$ cat src/rtl/magic_buttons_if.sv
// rtl/magic_buttons_if.sv - button, keyboard and frame-timing signals shared with the NMI logic
interface magic_buttons_if;
  logic n_magic_in;
  logic kbd_magic;
  logic kbd_pause;
  logic n_int;
  logic n_int_next;
  logic magic_button;
  logic pause_button;
  logic reboot_req;
  logic btn_level;

  modport master (
    output n_magic_in, kbd_magic, kbd_pause, n_int, n_int_next,
    input  magic_button, pause_button, reboot_req, btn_level
  );

  modport slave (
    input  n_magic_in, kbd_magic, kbd_pause, n_int, n_int_next,
    output magic_button, pause_button, reboot_req, btn_level
  );
endinterface

$ cat src/rtl/magic_buttons.sv
// rtl/magic_buttons.sv - debounced magic button, keyboard magic/pause latches, long-press reboot
module magic_buttons #(
  parameter logic [15:0] DEBOUNCE_CNT = 16'd28000,
  parameter logic [7:0]  LONG_FRAMES  = 8'd150
) (
  input logic            clk28,
  input logic            rst_n,
  magic_buttons_if.slave bus
);

  localparam logic [15:0] DB_LAST = DEBOUNCE_CNT - 16'd1;
  localparam logic [7:0]  LP_LAST = LONG_FRAMES - 8'd1;

  logic        sync_1;
  logic        sync_2;
  logic        pressed;
  logic        fs;
  logic [15:0] db_cnt;
  logic [7:0]  lp_cnt;
  logic        btn_level;
  logic        kbd_hold;
  logic        pause_hold;
  logic        magic_button;
  logic        pause_button;
  logic        reboot_req;

  // fs marks the cycle in which the NMI logic samples the button levels
  assign fs      = bus.n_int & ~bus.n_int_next;
  assign pressed = ~sync_2;

  always_ff @(posedge clk28 or negedge rst_n) begin
    if (!rst_n) begin
      sync_1 <= 1'b1;
      sync_2 <= 1'b1;
    end else begin
      sync_1 <= bus.n_magic_in;
      sync_2 <= sync_1;
    end
  end

  // Any return to the accepted level throws away all accumulated credit
  always_ff @(posedge clk28 or negedge rst_n) begin
    if (!rst_n) begin
      db_cnt    <= 16'd0;
      btn_level <= 1'b0;
    end else if (pressed == btn_level) begin
      db_cnt <= 16'd0;
    end else if (db_cnt >= DB_LAST) begin
      db_cnt    <= 16'd0;
      btn_level <= pressed;
    end else begin
      db_cnt <= db_cnt + 16'd1;
    end
  end

  // Set wins over the fs clear so a pulse landing on fs is still seen next frame
  always_ff @(posedge clk28 or negedge rst_n) begin
    if (!rst_n) begin
      kbd_hold   <= 1'b0;
      pause_hold <= 1'b0;
    end else begin
      if (bus.kbd_magic)  kbd_hold <= 1'b1;
      else if (fs)        kbd_hold <= 1'b0;
      if (bus.kbd_pause)  pause_hold <= 1'b1;
      else if (fs)        pause_hold <= 1'b0;
    end
  end

  always_ff @(posedge clk28 or negedge rst_n) begin
    if (!rst_n) begin
      magic_button <= 1'b0;
      pause_button <= 1'b0;
    end else begin
      magic_button <= btn_level | kbd_hold;
      pause_button <= pause_hold;
    end
  end

  // Saturating frame count; reboot fires only on the step into saturation
  always_ff @(posedge clk28 or negedge rst_n) begin
    if (!rst_n) begin
      lp_cnt     <= 8'd0;
      reboot_req <= 1'b0;
    end else if (!btn_level) begin
      lp_cnt     <= 8'd0;
      reboot_req <= 1'b0;
    end else begin
      reboot_req <= fs && (lp_cnt == LP_LAST);
      if (fs && (lp_cnt < LONG_FRAMES))
        lp_cnt <= lp_cnt + 8'd1;
    end
  end

  assign bus.magic_button = magic_button;
  assign bus.pause_button = pause_button;
  assign bus.reboot_req   = reboot_req;
  assign bus.btn_level    = btn_level;

endmodule

$ cat src/flat_wrapper.sv
// flat-port wrapper written by rule: the top's interface ports become plain ports
module magic_buttons_flat 
#(
  parameter logic [15:0] DEBOUNCE_CNT = 16'd28000,
  parameter logic [7:0]  LONG_FRAMES  = 8'd150
)
  (clk28, rst_n, bus_n_magic_in, bus_kbd_magic, bus_kbd_pause, bus_n_int, bus_n_int_next, bus_magic_button, bus_pause_button, bus_reboot_req, bus_btn_level);
  magic_buttons_if bus_i ();
  input logic clk28;
  input logic rst_n;
  input wire logic [$bits(bus_i.n_magic_in)-1:0] bus_n_magic_in;
  input wire logic [$bits(bus_i.kbd_magic)-1:0] bus_kbd_magic;
  input wire logic [$bits(bus_i.kbd_pause)-1:0] bus_kbd_pause;
  input wire logic [$bits(bus_i.n_int)-1:0] bus_n_int;
  input wire logic [$bits(bus_i.n_int_next)-1:0] bus_n_int_next;
  output wire logic [$bits(bus_i.magic_button)-1:0] bus_magic_button;
  output wire logic [$bits(bus_i.pause_button)-1:0] bus_pause_button;
  output wire logic [$bits(bus_i.reboot_req)-1:0] bus_reboot_req;
  output wire logic [$bits(bus_i.btn_level)-1:0] bus_btn_level;
  assign bus_i.n_magic_in = bus_n_magic_in;
  assign bus_i.kbd_magic = bus_kbd_magic;
  assign bus_i.kbd_pause = bus_kbd_pause;
  assign bus_i.n_int = bus_n_int;
  assign bus_i.n_int_next = bus_n_int_next;
  assign bus_magic_button = bus_i.magic_button;
  assign bus_pause_button = bus_i.pause_button;
  assign bus_reboot_req = bus_i.reboot_req;
  assign bus_btn_level = bus_i.btn_level;
  magic_buttons #(.DEBOUNCE_CNT(DEBOUNCE_CNT), .LONG_FRAMES(LONG_FRAMES)) u_core (.clk28(clk28), .rst_n(rst_n), .bus(bus_i));
endmodule
$ cat config.mk
export PLATFORM = sky130hd
export DESIGN_NAME = magic_buttons_flat
export DESIGN_NICKNAME = d
export VERILOG_FILES = /design/src/rtl/magic_buttons_if.sv /design/src/rtl/magic_buttons.sv /design/src/flat_wrapper.sv
export SDC_FILE = /design/constraint.sdc
export NUM_CORES = 1
export LEC_CHECK = 0
export CORE_AREA = 2 2 58 60
export DETAILED_ROUTE_END_ITERATION = 7
export DIE_AREA = 0 0 60 62
export HOLD_SLACK_MARGIN = 0.08
export PLACE_DENSITY = 0.77
export RECOVER_POWER = 100
export SYNTH_ARGS = -nofsm -noshare
export SYNTH_HDL_FRONTEND = slang
export SYNTH_SLANG_ARGS = --single-unit
export TNS_END_PERCENT = 30
$ cat constraint.sdc
create_clock -name clk28 -period 1.5 [get_ports clk28]
set_input_delay 0.15 -clock clk28 [delete_from_list [all_inputs] [get_ports clk28]]
set_output_delay 0.15 -clock clk28 [all_outputs]
set_load 0.1 [all_outputs]
[After elaboration in Yosys (flattened, before gate mapping)]
Cells that the tools add are included.
Cells by class
  add/subtract/negate cells: 2
  order comparisons: 2
  equal/unequal tests: 3
  mux-type cells: 8
  bitwise gates (word level): 5
  reductions and logical operators: 5
Operators with widths (count)
  16-bit two-way mux: 2
  16-bit by 1-bit adder with 16-bit output, second input constant: 1
  16-bit by 15-bit >= comparator with 1-bit output, second input constant: 1
  8-bit two-way mux: 2
  8-bit by 1-bit adder with 8-bit output, second input constant: 1
  8-bit equality test, second input constant: 1
  8-bit less-than comparator, second input constant: 1
  1-bit two-way mux: 4
  2-bit nonzero test: 2
  1-bit NOT: 3
  1-bit logical AND: 2
  2-bit != test, second input constant: 1
  2-bit AND reduction: 1
  1-bit AND: 1
  1-bit equality test: 1
  1-bit bitwise OR: 1
Word-level totals
  bits in registers: 32
  input bits: 7
  output and inout bits: 4
  logic and storage cells: 35

[Longest topological paths before layout]
  depth in word-level cells: 5
  gate-level depth with buffers: 6
  mapped depth without buffers: 5

[Worst setup path after synthesis]
OpenSTA, ideal clock, no wires.
  path kind: register to register
  start: reg u_core.btn_level (netlist: u_core.bus.btn_level)
  end: reg u_core.reboot_req (netlist: u_core.bus.reboot_req)
  library setup time: 0.072 ns
  data arrival time: 1.852 ns
  data required time: 1.428 ns
  path slack: -0.424 ns
  cell stages (with the launch flop): 5
  buffers on the path: 1
  clock period less this slack: 1.924 ns
  cell sequence: dfrtp_1 -> buf_2 -> nand4b_1 -> or4_1 -> nor2_1
On the way
  cells in the longest elaborated chain, start to end: 1
RTL lines
  start: declaration: line magic_buttons.sv:20  | logic btn_level;
  start signal: assignment: line magic_buttons.sv:50  | btn_level <= pressed;
  1-bit two-way mux: line magic_buttons.sv:84  | end else if (!btn_level) begin
  end signal: assignment: line magic_buttons.sv:88  | reboot_req <= fs && (lp_cnt == LP_LAST);
  end: declaration: line magic_buttons.sv:25  | logic reboot_req;
Every way passes these cells.
A chain may end at the register's enable or synchronous reset.

[Final worst setup path]
  start: reg u_core.db_cnt[0]
  end: reg u_core.db_cnt[12]
On the way
  cells in the longest elaborated chain, start to end: 3
  elaborated cells on any way between the ends: 4
  those cells by class: add/sub (1); order compare (1); mux (2)
RTL lines
  start: declaration: line magic_buttons.sv:18  | logic [15:0] db_cnt;
  start signal: assignment: line magic_buttons.sv:52  | db_cnt <= db_cnt + 16'd1;
  16-bit by 1-bit adder with 16-bit output or 16-bit by 15-bit >= comparator with 1-bit output (tied branches): line magic_buttons.sv:52, magic_buttons.sv:48
  16-bit two-way mux (*): line magic_buttons.sv:48  | end else if (db_cnt >= DB_LAST) begin
  16-bit two-way mux (*): line magic_buttons.sv:46  | end else if (pressed == btn_level) begin
Mark *: on every way between the ends. The rest lies on a longest branch, timed or not.

==> impl_metrics.tcl <==
set metrics [dict create \
    grt_usage_pct 18.3 \
    num_rows 21 \
    drt-pass1-iter-count 4 \
    relSlewSlack_pct 51.7 \
    synth-seq-cells 32 \
    fin_setup_tns_ns 0 \
    drive_above_1_share_pct 14.4 \
    diodes 0 \
    core_area_um2 3180 \
    hold_viol_final 0 \
    wl_per_cell_um 12.7 \
    clkSinkCount 32 \
    layout_common_cells "dfrtp_1, nor2_1, xnor2_1, nand2_1, nor3_1" \
    cts_tree "built" \
    worstSetupStartpointType "flip-flop" \
    synth_top_cell_by_area "dfrtp_1" \
    path_cells "ha_4 > nand4_1 > a211o_1 > o211ai_2 > buf_12 > nor2_1" \
    vias 1097 \
    rsz0062_at_grt "yes" \
    power_density_nw_per_um2 1010 \
    switching_share_pct 23.2 \
    grt-busiest-layer "met2" \
    syn-cell-area_um2 1490 \
    synth_cells 144 \
    viasPerCell 5.15 \
    wl_um 2710 \
    power_frac_clock_pct 39.8 \
    path_max_fanout 15 \
    slew_viol_final 0 \
    vdd_drop_max_v 0.000608 \
    crit_family "compound AO/OA/AOI/OAI gates" \
    cts.clk_slew.worst_paths_ns 0.10 \
    post-dp-hpwl_um 1960 \
    die_w_um 60 \
    nFillCells 285 \
    grt_pass1_wl_um 4990 \
    ys.flop_type "dfrtp_1" \
    cts_buffers 5 \
    status "finished, final reports clean" \
    arrival_ns 1.71 \
    crit_slowest_cell "dfrtp_1" \
    dp_slack_ns -0.000571 \
    setup_viol 0 \
    htree_levels 2 \
    fin_cells 213 \
    start_util_pct 47.0 \
    antenna_found_initial 0 \
    crit_required_ns 1.71 \
    synthArstFlopShare_pct 100 \
    fin_ws_ns 0.000268 \
    finalClockSkew_ns 0.0159 \
    cts-root-buf "clkbuf_4" \
    clkLatencyLatePin_ns 0.33 \
    gr-usage-met3_pct 4.97 \
    grt_pass1_vias 1173 \
    p_int_uw 1400 \
    tightest_slew_ns 0.725 \
    final_antenna_net_count 0 \
    maxCapViolCount 0 \
    layout_commonest_cell "dfrtp_1" \
    cts_max_path_buffers 2 \
    netlist-cell-type-count 35 \
    synth_top_area_share_pct 50.3 \
    grt.overflow.total 0 \
    num-nets-final 176 \
    ys_seq_area_share_pct 53.8 \
    cpPeakStageDelay_ns 0.41 \
    ys_warn_count 0 \
    syn_area_per_cell_um2 10.4 \
    post-route-period-util_pct 100 \
    min_period_ns 1.50 \
    p_switching_uw 423 \
    synth_edf_count 0 \
    max_freq_ghz 0.667 \
    die_area_um2 3720 \
    place_congestion 0.835 \
    hold_path.class "input port to asynchronous set/reset pin" \
    synth_nets 154 \
    met1_usage_pct 21.0 \
    sequentialPowerShare_pct 50.5 \
    grt_max_degree 16 \
    r2r_slack_ns 0.0003 \
    placedCellCount 205 \
    area_growth_syn_to_layout_pct 20.3 \
    path_class "flip-flop to flip-flop" \
    synth.area.top_cells "dfrtp_1, xnor2_1, nor2_1" \
    drt_iter0_drc 80 \
    die_height_um 62 \
    drc 0 \
    path_buf_inv 1 \
    ios 11 \
    holdBufCountCts 0 \
    comb_power_share_pct 9.7 \
    power.leakage_uw 0.000722 \
    io_buffers 10 \
    cp-end-kind "flip-flop" \
    grt_use_met2_pct 31.7 \
]
[synthesized netlist by cell type (2+ instances only)]
| cell | number |
|---|---|
| a21o_1 | 2 |
| a31oi_1 | 2 |
| dfrtp_1 | 30 |
| dfstp_2 | 2 |
| ha_1 | 3 |
| inv_1 | 6 |
| mux2i_1 | 3 |
| nand2_1 | 11 |
| nand2b_1 | 3 |
| nand3_1 | 6 |
| nand4_1 | 4 |
| nand4b_1 | 2 |
| nor2_1 | 23 |
| nor3_1 | 7 |
| nor4_1 | 4 |
| o21ai_0 | 2 |
| xnor2_1 | 15 |
| xor2_1 | 2 |
[power groups by stage]
stage | Combinational, µW | Clock [µW] | Sequential (µW)
detailed placement | 199 | 0 | 938
finish | 177 | 724 | 918
floorplan | 69.2 | 0 | 969
CTS | 201 | 745 | 923
global route | 199 | 783 | 923
global placement | 194 | 0 | 936
[per-layer routing]
layer,share of wire (%),vias up
met1,44,537
met3,2.8,6
met5,0,-
li1,-,539
met4,2.2,0
met2,51,15
[through the flow]
step / power (µW) / area [µm²] / util (%) / hold WS (ns)
4_1_cts: 1870 / 1850 / 58.2 / 0.151
5_1_grt: 1900 / 1800 / 56.5 / 0.339
2_1_floorplan: 1040 / 1500 / - / -0.146
3_3_place_gp: 1130 / 1750 / 54.9 / 0.351
6_report: 1820 / 1800 / 56.5 / 0.321
3_5_place_dp: 1140 / 1750 / 54.9 / 0.352
[registers in the layout (all words and copies together) (netlist names)]
register and count:
u_core.bus.btn_level 1, u_core.bus.magic_button 1, u_core.bus.pause_button 1, u_core.bus.reboot_req 1, u_core.db_cnt 16, u_core.kbd_hold 1, u_core.lp_cnt 8, u_core.pause_hold 1
u_core.sync_1 1, u_core.sync_2 1
[path summary, 6_finish.rpt]
path	from	end	cells past startpoint
min reg2reg	u_core.sync_1$_DFF_PN1_	u_core.sync_2$_DFF_PN1_	0
max reg2reg	u_core.db_cnt[0]$_DFF_PN0_	u_core.db_cnt[12]$_DFF_PN0_	6
max	u_core.db_cnt[0]$_DFF_PN0_	u_core.db_cnt[12]$_DFF_PN0_	6
min	rst_n	u_core.lp_cnt[6]$_DFFE_PN0P_	2
min in group clk28	u_core.sync_1$_DFF_PN1_	u_core.sync_2$_DFF_PN1_	0
max in group asynchronous	rst_n	u_core.db_cnt[11]$_DFF_PN0_	2
[area by class of cell]
class,count,area [µm²],area share [%]
Sequential cell,32,803,44.7
Inverter,6,22.5,1.25
Multi-Input combinational cell,104,681,37.9
Clock inverter,1,30.0,1.67
Clock buffer,7,65.1,3.62
Tap cell,46,57.6,3.21
Timing Repair Buffer,17,136,7.60
[worst register-to-register path, cell delays in order, from the launching register on]
cell and delay, ns:
dfrtp_1 0.41, ha_4 0.17, nand4_1 0.10, a211o_1 0.29
o211ai_2 0.19, buf_12 0.16, nor2_1 0.05
[what timing repair did]
| item | 4_1_cts | 5_1_grt |
|---|---|---|
| setup buffers | 0 | 0 |
| gates resized for setup | 1 | 6 |
| hold endpoints to repair | 0 | 0 |
| setup endpoints to repair | 9 | 19 |
| pin swaps | 2 | 1 |
[logic make-up (layout without fill, tap and decap cells)]
kind of cell | Yosys count | count (layout) | synth area share [%]
simple gates | 67 | 67 | 22.1
flops | 32 | 32 | 53.8
xor+xnor | 17 | 17 | 9.98
compound gates | 13 | 13 | 6.71
buf+inv | 8 | 31 | 2.60
fa+ha+maj | 3 | 3 | 2.51
mux | 3 | 3 | 2.01
other cells | 1 | 1 | 0.251
(Power assumes the default switching activity.)
